[config.mk]
export PLATFORM = sky130hd
export DESIGN_NAME = spi_slave_core
export DESIGN_NICKNAME = d
export VERILOG_FILES = /design/src/rtl/spi_pkg.sv /design/src/rtl/sync_edge.sv /design/src/rtl/spi_slave_core.sv
export SDC_FILE = /design/constraint.sdc
export NUM_CORES = 1
export LEC_CHECK = 0
export ABC_AREA = 1
export CAP_MARGIN = 20
export CORE_MARGIN = 5
export CORE_UTILIZATION = 40
export DETAILED_ROUTE_END_ITERATION = 8
export PLACE_DENSITY = 0.66
export REMOVE_ABC_BUFFERS = 1
export SYNTH_ARGS = -nofsm -noshare
export SYNTH_HDL_FRONTEND = slang
export SYNTH_SLANG_ARGS = --single-unit
[constraint.sdc]
create_clock -name CLK -period 1.5 [get_ports CLK]
set_input_delay 0.3 -clock CLK [delete_from_list [all_inputs] [get_ports CLK]]
set_output_delay 0.3 -clock CLK [all_outputs]
set_load 0.01 [all_outputs]
[src/rtl/spi_pkg.sv]
// Shared constants and types for the SPI slave front end.
// Mode 3 only: SCK idles high, sample on rise, drive on fall.
package spi_pkg;

   localparam int DEF_DATA_W      = 8;
   localparam int DEF_SYNC_STAGES = 2;

   localparam bit SPI_CPOL = 1'b1;
   localparam bit SPI_CPHA = 1'b1;

   typedef enum logic {
      ST_IDLE,
      ST_SHIFT
   } state_t;

endpackage

[src/rtl/sync_edge.sv]
// Pin synchroniser with a history flop for rise/fall strobes.
// INIT sets the level the chain assumes while in reset.
module sync_edge #(
   parameter int   STAGES = 2,
   parameter logic INIT   = 1'b1
) (
   input  logic clk,
   input  logic rst,
   input  logic d,
   output logic level,
   output logic rise,
   output logic fall
);

   logic [STAGES-1:0] sync_q;
   logic              hist_q;

   always_ff @(posedge clk or posedge rst) begin
      if (rst) begin
         sync_q <= {STAGES{INIT}};
         hist_q <= INIT;
      end else begin
         sync_q <= {sync_q[STAGES-2:0], d};
         hist_q <= sync_q[STAGES-1];
      end
   end

   assign level = sync_q[STAGES-1];
   assign rise  = level & ~hist_q;
   assign fall  = ~level & hist_q;

endmodule

[src/rtl/spi_slave_core.sv]
// SPI mode-3 slave: pin sync, byte deserialiser and reply serialiser
// feeding a command decoder with per-frame markers.
module spi_slave_core
   import spi_pkg::*;
#(
   parameter int DATA_W      = DEF_DATA_W,
   parameter int SYNC_STAGES = DEF_SYNC_STAGES
) (
   input  logic              CLK,
   input  logic              RST,
   input  logic              SCK,
   input  logic              SSEL,
   input  logic              MOSI,
   output logic              MISO,
   output logic              MISO_OE,
   output logic [DATA_W-1:0] rx_data,
   output logic              rx_valid,
   output logic              rx_first,
   input  logic [DATA_W-1:0] tx_data,
   output logic              tx_ack,
   output logic              frame_start,
   output logic              frame_end,
   output logic              rx_abort
);

   localparam int CW = $clog2(DATA_W);
   localparam logic [CW-1:0] LAST = CW'(DATA_W - 1);

   logic sck_s, sck_rise, sck_fall;
   logic ssel_s, ssel_rise, ssel_fall;
   logic mosi_s, unused_mosi_rise, unused_mosi_fall;
   logic unused_sck_s, unused_ssel_s;

   state_t            state;
   logic [CW-1:0]     bit_cnt;
   logic [CW-1:0]     cnt_nxt;
   logic              word_done;
   logic              first_q;
   logic [DATA_W-1:0] rx_shift;
   logic [DATA_W-1:0] rx_word;
   logic [DATA_W-1:0] tx_shift;
   logic              miso_q;
   logic              oe_q;

   sync_edge #(.STAGES(SYNC_STAGES), .INIT(1'b1)) u_sck (
      .clk   (CLK),
      .rst   (RST),
      .d     (SCK),
      .level (sck_s),
      .rise  (sck_rise),
      .fall  (sck_fall)
   );

   // SSEL resets low so a frame already in progress at reset
   // release is not mistaken for a fresh SSEL fall.
   sync_edge #(.STAGES(SYNC_STAGES), .INIT(1'b0)) u_ssel (
      .clk   (CLK),
      .rst   (RST),
      .d     (SSEL),
      .level (ssel_s),
      .rise  (ssel_rise),
      .fall  (ssel_fall)
   );

   sync_edge #(.STAGES(SYNC_STAGES), .INIT(1'b0)) u_mosi (
      .clk   (CLK),
      .rst   (RST),
      .d     (MOSI),
      .level (mosi_s),
      .rise  (unused_mosi_rise),
      .fall  (unused_mosi_fall)
   );

   assign unused_sck_s  = sck_s;
   assign unused_ssel_s = ssel_s;

   assign word_done = sck_rise && (bit_cnt == LAST);
   assign rx_word   = {rx_shift[DATA_W-2:0], mosi_s};

   always_comb begin
      cnt_nxt = bit_cnt;
      if (sck_rise)
         cnt_nxt = word_done ? '0 : bit_cnt + 1'b1;
   end

   always_ff @(posedge CLK or posedge RST) begin
      if (RST) begin
         state       <= ST_IDLE;
         bit_cnt     <= '0;
         first_q     <= 1'b0;
         rx_shift    <= '0;
         tx_shift    <= '0;
         rx_data     <= '0;
         rx_valid    <= 1'b0;
         rx_first    <= 1'b0;
         tx_ack      <= 1'b0;
         frame_start <= 1'b0;
         frame_end   <= 1'b0;
         rx_abort    <= 1'b0;
         miso_q      <= 1'b0;
         oe_q        <= 1'b0;
      end else begin
         rx_valid    <= 1'b0;
         tx_ack      <= 1'b0;
         frame_start <= 1'b0;
         frame_end   <= 1'b0;
         rx_abort    <= 1'b0;
         unique case (state)
            ST_IDLE: begin
               if (ssel_fall) begin
                  state       <= ST_SHIFT;
                  frame_start <= 1'b1;
                  bit_cnt     <= '0;
                  first_q     <= 1'b1;
                  oe_q        <= 1'b1;
               end
            end
            ST_SHIFT: begin
               if (sck_rise) begin
                  rx_shift <= rx_word;
                  bit_cnt  <= cnt_nxt;
                  if (word_done) begin
                     rx_data  <= rx_word;
                     rx_valid <= 1'b1;
                     rx_first <= first_q;
                     first_q  <= 1'b0;
                  end
               end
               if (sck_fall) begin
                  if (bit_cnt == '0) begin
                     miso_q   <= tx_data[DATA_W-1];
                     tx_shift <= {tx_data[DATA_W-2:0], 1'b0};
                     tx_ack   <= 1'b1;
                  end else begin
                     miso_q   <= tx_shift[DATA_W-1];
                     tx_shift <= {tx_shift[DATA_W-2:0], 1'b0};
                  end
               end
               // End of frame after any same-cycle rising edge.
               if (ssel_rise) begin
                  state     <= ST_IDLE;
                  frame_end <= 1'b1;
                  rx_abort  <= (cnt_nxt != '0);
                  bit_cnt   <= '0;
                  miso_q    <= 1'b0;
                  oe_q      <= 1'b0;
               end
            end
            default: state <= ST_IDLE;
         endcase
      end
   end

   assign MISO    = miso_q & oe_q;
   assign MISO_OE = oe_q;

endmodule

==> reports/qor.csv <==
stage;metric;value;unit
drt;Iter 0 DRT Violations;88;
setup_path;CP Max Fanout;1;
clock_tree;clock sinks;43;
finish;area of the multi-input gates;529;um^2
finish;layout cell share with drive strength beyond 1;14.3;%
clock_tree;CTS tree;built;
sta;TNS Setup;0;ns
sta;final hold slack;0.351;ns
clock_tree;clock latency at the later pin of the worst-skew pair;0.29;ns
sta;FMAX;690;MHz
sta;worst clock skew;0.00681;ns
global_routing;grt met2 use;18.0;%
sta;final slew viol count;0;
sta;RSZ-0062 raised after global routing;false;
drt;WL final;2830;um
setup_path;CP delay by family, top;buffers and inverters;
drt;drt drc;0;
drt;Routed Antenna Nets;0;
setup_path;Worst EP arrival;1.15;ns
drt;drt first pass iters;4;
power_and_ir_drop;clock share of power;27.0;%
global_routing;GRT Util Overall;11.2;%
setup_path;Worst setup EP type;primary output;
power_and_ir_drop;switching power;0.737;mW
logic_synthesis;Mean Syn Cell Area;9.99;um^2
die;Die ar.;5790;um^2
global_routing;GR peak layer;met2;
setup_path;CP Class;reg2out;
global_routing;first-pass GRT wire length;5210;um
finish;synth-to-layout area growth;24.8;%
clock_tree;# H-tree levels;2;
global_routing;number of global-route vias before repair;1205;
power_and_ir_drop;register share of total power;55.9;%
placement;RD Place Congestion;0.772;
global_routing;largest net degree at the start of global routing;44;
drt;DR vias/cell;4.60;
clock_tree;clk slew on worst S/H paths;0.08;ns
placement;final HPWL from detailed placement;2090;um
clock_tree;Hold-fix buffers, CTS;0;
placement;# port buffers;28;
power_and_ir_drop;Switching Share;28.4;%
global_routing;M1 GR Usage;12.8;%
setup_path;startpoint types;register;
die;Die Wd;76.1;um
finish;FF/Latch Area;1080;um^2
logic_synthesis;Synth top area share;57.3;%
setup_path;R2R depth;7;
setup_path;CP max-delay cell;clkdlybuf4s50_1;
power_and_ir_drop;Max VDD drop;598;uV
sta;Final period util;96.6;%
logic_synthesis;Synth Warn #;0;
logic_synthesis;register area share after synthesis;61.8;%
power_and_ir_drop;Comb pwr share;17.1;%
global_routing;initial antenna violation count;0;
logic_synthesis;Seq cells post-synth;43;
sta;final-report hold violation count;0;
sta;final setup vio count;0;
die;# rows;24;
finish;commonest non-fill, non-tap cell in the layout;nand2_1;
clock_tree;CTS buffer count;5;
clock_tree;maximum clock path buffer count;2;
die;initial core utilization;40.7;%
finish;most frequent cells in the layout;nand2_1, dfrtp_1, inv_1;
status;outcome;completed;
power_and_ir_drop;P_leak;1.17;nW
clock_tree;Post-CTS Setup Bufs;0;
logic_synthesis;area leader, netlist;dfrtp_1;
logic_synthesis;top post-synthesis cells by area;dfrtp_1, nand2_1, inv_1;
setup_path;critical path depth;1;
clock_tree;clock root buffer;clkbuf_8;
die;chip height;76.1;um
drt;routed len/inst;10.8;um
global_routing;met3 Track Usage GR;3.90;%
drt;routed vias;1206;
run;max cap viols;0;
finish;# diodes;0;
logic_synthesis;Post-Syn Area;1750;um^2
power_and_ir_drop;Int Pwr;1.86;mW
sta;Slew headroom;83.3;%
setup_path;WP data required;1.20;ns
finish;Fill cells;390;
finish;Final #Nets;225;
power_and_ir_drop;power density cells;1190;nW/um^2
die;# IOs;29;
logic_synthesis;Cell variety after synth;22;
min_path;Hold Path Class;in2async;
logic_synthesis;Post-Syn Instances;175;
sta;shortest period the worst path allows;1.45;ns
sta;worst slew pin tran;0.249;ns
setup_path;cells along the critical path;clkdlybuf4s50_1;
setup_path;Buf/Inv on CP;1;
global_routing;grt ovf;0;
die;CORE AREA;4290;um^2
setup_path;CP max stage delay;0.53;ns
[logic make-up after synthesis]
| group | share of synthesized area (%) |
|---|---|
| compound gates | 12.0 |
| flops | 61.8 |
| simple gates | 16.1 |
| fa+ha+maj | 2.15 |
| buf+inv | 7.95 |
[through the flow]
step	util [%]	instance area (um^2)	setup slack [ns]	total power [mW]	instances
global placement	48.9	2100	0.116	1.92	254
detailed placement	48.9	2100	0.0367	1.94	254
floorplan	-	1720	0.156	1.76	171
CTS	50.6	2170	0.00235	2.65	262
finish	50.8	2180	0.0508	2.60	262
global route	50.8	2180	0.00233	2.79	262
[path summary, 6_finish.rpt]
| check | slack [ns] | endpoint | startpoint |
|---|---|---|---|
| max | 0.05 | rx_abort | rx_abort |
| min | 0.35 | u_mosi.sync_q[0] | RST |
| max reg2reg | 0.15 | rx_abort | bit_cnt[0] |
| min reg2reg | 0.35 | u_ssel.sync_q[1] | u_ssel.sync_q[0] |
| max in group asynchronous | 0.87 | u_sck.sync_q[1] | RST |
| min in group CLK | 0.35 | u_ssel.sync_q[1] | u_ssel.sync_q[0] |
[per-layer routing]
metal | share of wire [%] | vias to the layer above
li1 | - | 616
met1 | 45 | 552
met2 | 44 | 31
met3 | 7.4 | 7
met4 | 3.3 | 0
met5 | 0 | -
[flip-flops by register name (all words and copies together), names as in the netlist, 2 cells and up]
| name | cells |
|---|---|
| rx_data | 8 |
| tx_shift | 7 |
| rx_shift | 7 |
| u_ssel.sync_q | 2 |
| u_sck.sync_q | 2 |
| bit_cnt | 3 |
| u_mosi.sync_q | 2 |
[power groups by stage]
stage / combinational [mW] / sequential, mW / clock (mW)
after floorplan: 0.302 / 1.46 / 0
after global placement: 0.458 / 1.47 / 0
after detailed placement: 0.466 / 1.48 / 0
after CTS: 0.458 / 1.45 / 0.734
after global routing: 0.535 / 1.48 / 0.778
final: 0.445 / 1.45 / 0.703
[cell usage after synthesis]
cell      count
nand2_1      43
nand2_2       1
dfrtp_1      40
inv_2         1
buf_4         1
o21ai_2       8
inv_1        27
o21ai_0      18
or2_2         1
nor2_4        1
nand2_4       1
nand3_1       7
o211ai_1      5
nor2_1        8
clkbuf_1      1
dfstp_2       3
ha_1          3
a31oi_1       2
buf_6         1
nor2_8        1
inv_4         1
buf_2         1
[final cells by class]
class,count,share of cell area (%)
inverter,29,5.10
tap,52,2.98
multi-input combinational,99,24.3
clock buffer,6,3.33
clock inverter,2,0.573
sequential,43,49.5
timing repair buffer,31,14.3
[what timing repair did]
action,4_1_cts,5_1_grt
endpoints found under the setup margin,9,15
cloned,0,0
pin swaps,0,0
gates resized for setup,9,6
No activity file was read; power rests on OpenSTA's default activity.
